<file path="src/rtl/ip_codma_beat_fifo.sv">
// ip_codma_beat_fifo: FWFT staging FIFO between CODMA read and write paths with length tracking.
// Optional high-water-mark output hwm_o when CODMA_BEAT_FIFO_HWM_EN is defined.
module ip_codma_beat_fifo #(
    parameter int DATA_W = 64,
    parameter int DEPTH  = 8,
    parameter int LEN_W  = 8
) (
    input  logic                     clk_i,
    input  logic                     reset_i,
    input  logic                     start_i,
    input  logic [LEN_W-1:0]         len_i,
    input  logic                     flush_i,
    input  logic                     push_i,
    input  logic [DATA_W-1:0]        push_data_i,
    output logic                     push_ready_o,
    output logic                     pop_valid_o,
    output logic [DATA_W-1:0]        pop_data_o,
    input  logic                     pop_ready_i,
    output logic [$clog2(DEPTH):0]   count_o,
    output logic                     busy_o,
    output logic                     done_o,
    output logic                     overflow_o
`ifdef CODMA_BEAT_FIFO_HWM_EN
    ,
    output logic [$clog2(DEPTH):0]   hwm_o
`endif
);
    localparam int AW = $clog2(DEPTH);
    localparam int CW = AW + 1;
    typedef enum logic [1:0] {IDLE, FILL, DRAIN, ERROR} state_t;
    state_t state;
    logic [DATA_W-1:0] mem [DEPTH];
    logic [AW-1:0] wr_ptr, rd_ptr;
    logic [CW-1:0] count;
    logic [LEN_W-1:0] len, pushed, popped, pushed_nx, popped_nx;
    logic full, push_ok, pop_ok;
    assign full         = count == CW'(DEPTH);
    assign pop_valid_o  = (state == FILL || state == DRAIN) && count != '0;
    assign pop_data_o   = pop_valid_o ? mem[rd_ptr] : '0;
    assign push_ready_o = state == FILL && (!full || (pop_valid_o && pop_ready_i));
    assign push_ok      = push_i && push_ready_o;
    assign pop_ok       = pop_valid_o && pop_ready_i;
    assign busy_o       = state != IDLE;
    assign count_o      = count;
    // beat counters saturate rather than wrap
    assign pushed_nx = (push_ok && !(&pushed)) ? pushed + LEN_W'(1) : pushed;
    assign popped_nx = (pop_ok && !(&popped)) ? popped + LEN_W'(1) : popped;
    always_ff @(posedge clk_i)
        if (push_ok) mem[wr_ptr] <= push_data_i;
    always_ff @(posedge clk_i) begin
        if (reset_i || flush_i) begin
            state      <= IDLE;
            wr_ptr     <= '0;
            rd_ptr     <= '0;
            count      <= '0;
            len        <= '0;
            pushed     <= '0;
            popped     <= '0;
            done_o     <= 1'b0;
            overflow_o <= 1'b0;
        end else begin
            done_o <= 1'b0;
            if (push_ok) wr_ptr <= wr_ptr + AW'(1);
            if (pop_ok) rd_ptr <= rd_ptr + AW'(1);
            count  <= count + CW'(push_ok) - CW'(pop_ok);
            pushed <= pushed_nx;
            popped <= popped_nx;
            if (push_i && !push_ready_o) overflow_o <= 1'b1;
            case (state)
                IDLE:
                    if (start_i) begin
                        if (len_i == '0) done_o <= 1'b1;
                        else begin
                            len    <= len_i;
                            pushed <= '0;
                            popped <= '0;
                            state  <= FILL;
                        end
                    end
                FILL:
                    if (push_i && !push_ready_o) state <= ERROR;
                    else if (pushed_nx == len) state <= DRAIN;
                DRAIN:
                    if (popped_nx == len) begin
                        state  <= IDLE;
                        done_o <= 1'b1;
                    end
                ERROR: state <= ERROR;
            endcase
        end
    end
`ifdef CODMA_BEAT_FIFO_HWM_EN
    always_ff @(posedge clk_i) begin
        if (reset_i || flush_i || (state == IDLE && start_i)) hwm_o <= '0;
        else if (count > hwm_o) hwm_o <= count;
    end
`endif
endmodule

</file>
<file path="config.mk">
export PLATFORM = sky130hd
export DESIGN_NAME = ip_codma_beat_fifo
export DESIGN_NICKNAME = d
export VERILOG_FILES = /design/src/rtl/ip_codma_beat_fifo.sv
export SDC_FILE = /design/constraint.sdc
export NUM_CORES = 1
export LEC_CHECK = 0
export BUFFER_PORTS_ARGS = -buffer_cell sky130_fd_sc_hd__buf_2
export CAP_MARGIN = 25
export CORE_ASPECT_RATIO = 1.25
export CORE_MARGIN = 2
export CORE_UTILIZATION = 55
export CTS_CLUSTER_DIAMETER = 60
export CTS_CLUSTER_SIZE = 24
export DETAILED_ROUTE_END_ITERATION = 10
export GPL_TIMING_DRIVEN = 0
export PLACE_DENSITY_LB_ADDON = 0.08
export SLEW_MARGIN = 20
export SYNTH_ARGS = -nofsm -noshare
export SYNTH_HDL_FRONTEND = slang
export SYNTH_SLANG_ARGS = --single-unit
</file>
<file path="constraint.sdc">
create_clock -name clk_i -period 10.53 [get_ports clk_i]
set_input_delay 1.5795 -clock clk_i [delete_from_list [all_inputs] [get_ports clk_i]]
set_output_delay 1.5795 -clock clk_i [all_outputs]
set_load 0.01 [all_outputs]
</file>
==> metrics.txt <==
YS warnings=0; P&R area growth vs syn=14.8%; Die Span Y=226 um; maximum vdd drop=0.165 mV; Initial DRT Pass Iterations=6; CTS H-Tree Depth=2; WS Path Type=reg2out; top cells by area, synth=edfxtp_1 71%, mux4_2 13%, dfxtp_1 3.8%; Die X=182 um; critical path startpoint category=flop; post-layout util=63.8%; final WL=44,600 um; 1st-iter DRT viols=858; GR peak layer=met2; post-synth top area share=70.9%; setup ws final=5.57 ns; Final Slew Violations=0; pin count of the biggest net entering global routing=25; # DRC=0; Routed Antenna Nets=0; Cell Area, Placed=23,800 um^2; Row Count=81; I/O pins=151; CTS Root Buffer Type=clkbuf_16; Final Wtd Congestion=0.838; Num Clock Sinks=553; vias per cell=5.84; setup TNS=0 ns; CP endpoint kind=output pin; RSZ-0062 raised after global routing=false; mean post-synth cell area=19.7 um^2; min Tclk post-route=4.96 ns; Hold Vio Cnt, Final=0; Main synth FF type=edfxtp_1; Tightest Pin Transition=0.965 ns; first-pass GRT wire length=67,300 um; maxcap violations=0; via count=11,100; cell accounting for the most synthesized area=edfxtp_1; final setup violating endpoints=0; Worst Path Required=8.95 ns; initial antenna violation count=7; CTS resizes=0; Clock Tree Buf Depth=3; outcome=finished clean; TritonCTS clock tree=built; M1 GR Usage=29.8%; Achievable Freq=202 MHz; die footprint=41,100 um^2; clk_lat worst skew=0.55 ns; Num CTS Buffers=34; Design Area, Final=24,900 um^2; Crit path largest cell delay=0.79 ns; register clock-pin slew on the reported worst setup and hold paths=0.08 ns; Mapped Nets=1,197; Post-synth EDFFs=512; Critical Path AT=3.38 ns; cell with the most instances after synthesis=edfxtp_1; Yosys reg bits=553; number of port buffers=150; Tcrit/Tclk final=47.1%; Mapped Area=21,700 um^2; pre-CTS setup slack=5.87 ns; Power Density=157 nW/um^2; ratio of cells with drive above 1 in the final layout=30.9%; commonest cells in the netlist=512 x edfxtp_1, 128 x mux4_2, 102 x nor2_1, 68 x mux2i_1, 41 x dfxtp_1; Tot GR Track Use=22.2%; DPL Wire Length=30,700 um; crit-path cells=clkbuf_1 -> buf_1 -> mux4_2 -> mux2i_1 -> nor2_1 -> buf_2; ys async rst share=0%; LEAKAGE=0.00818 uW; Max Fanout on Critical Path=10; met3 Usage GRT=4.13%; Fillers=2,714; routed len/inst=23.6 um; core area=39,000 um^2; Synth Instances=1,104; vias in the first global route=11,300; Initial Util=55.6%; Post-layout nets=1,466; GR Layer Usage met2=38.3%; Power Total=3900 uW; Slew HR=35.7%; sequential fraction of the synthesis area=74.6%; skew final=0.0169 ns; hold_buf cts=0; number of distinct library cells after synthesis=56; total grt overflow=0; Post CTS Setup Buffer Count=0; Critical-path top delay cell=buf_1; Worst Hold Class=reg2reg
## metal layers
metal | part of all wire [%] | wire, um
met5 | 0.12 | 52
met4 | 1.7 | 776
met3 | 5.4 | 2410
met2 | 51 | 22900
met1 | 41 | 18500
## metrics by stage
stage | hold slack, ns | cells
final | 0.467 | 1893
after global routing | 0.522 | 1891
after CTS | 0.473 | 1887
after detailed placement | 0.454 | 1832
after global placement | 0.448 | 1752
after floorplan | 0.472 | 1104
## where the power goes
| part | leakage, uW | internal (uW) | switching, uW |
|---|---|---|---|
| Combinational | 0.00271 | 35.2 | 59.7 |
| Sequential | 0.00494 | 2400 | 4.92 |
| Clock | 0.000535 | 679 | 721 |
## worst paths after layout
path / from / endpoint / slack (ns) / cells past startpoint
worst max-delay path: flop / pop_data_o[57] / 5.57 / 6
worst min register to register: overflow_o / overflow_o / 0.47 / 2
worst min-delay path: overflow_o / overflow_o / 0.47 / 2
worst max register to register: state[0] / mem[4][37] / 6.75 / 13
## flip-flops by register name, indices dropped and copies added (netlist names), named ones only
name,flops
count_o,4
done_o,1
popped,8
overflow_o,1
pushed,8
len,8
mem,512
rd_ptr,3
state,2
wr_ptr,3
## logic make-up after synthesis
group,synth area share (%)
compound gates,1.55
simple gates,4.12
buf+inv,1.22
mux,16.5
xor+xnor,1.09
flops,74.6
fa+ha+maj,0.900
## critical path: cells and delay by family (launching register included)
family                 cells  cell delay (ns)
buffers and inverters      3             1.58
muxes                      2             0.87
DFF                        1             0.33
and+or+nand+nor            1             0.06
## placed cells by master, fill, tap and decap left out, types with 33 or more instances in the layout
cell type,instances
mux4_2,128
buf_2,173
mux2i_1,68
dfxtp_1,41
nor2_1,101
edfxtp_1,512
clkbuf_16,37
buf_4,40
clkbuf_1,33
nand2_1,37
## area by class of cell
cell class              instances  area, um^2  area share, %
diodes                          3        7.51         0.0301
plain buffers                  53         208          0.834
clock buffers                  37         926           3.72
clock inverters                18         171          0.688
inverters                      15        56.3          0.226
multi-input cells             483        5280           21.2
flip-flops and latches        553       16200           65.0
well taps                     498         623           2.50
repair buffers                233        1430           5.75
No activity file was read; power rests on OpenSTA's default activity.
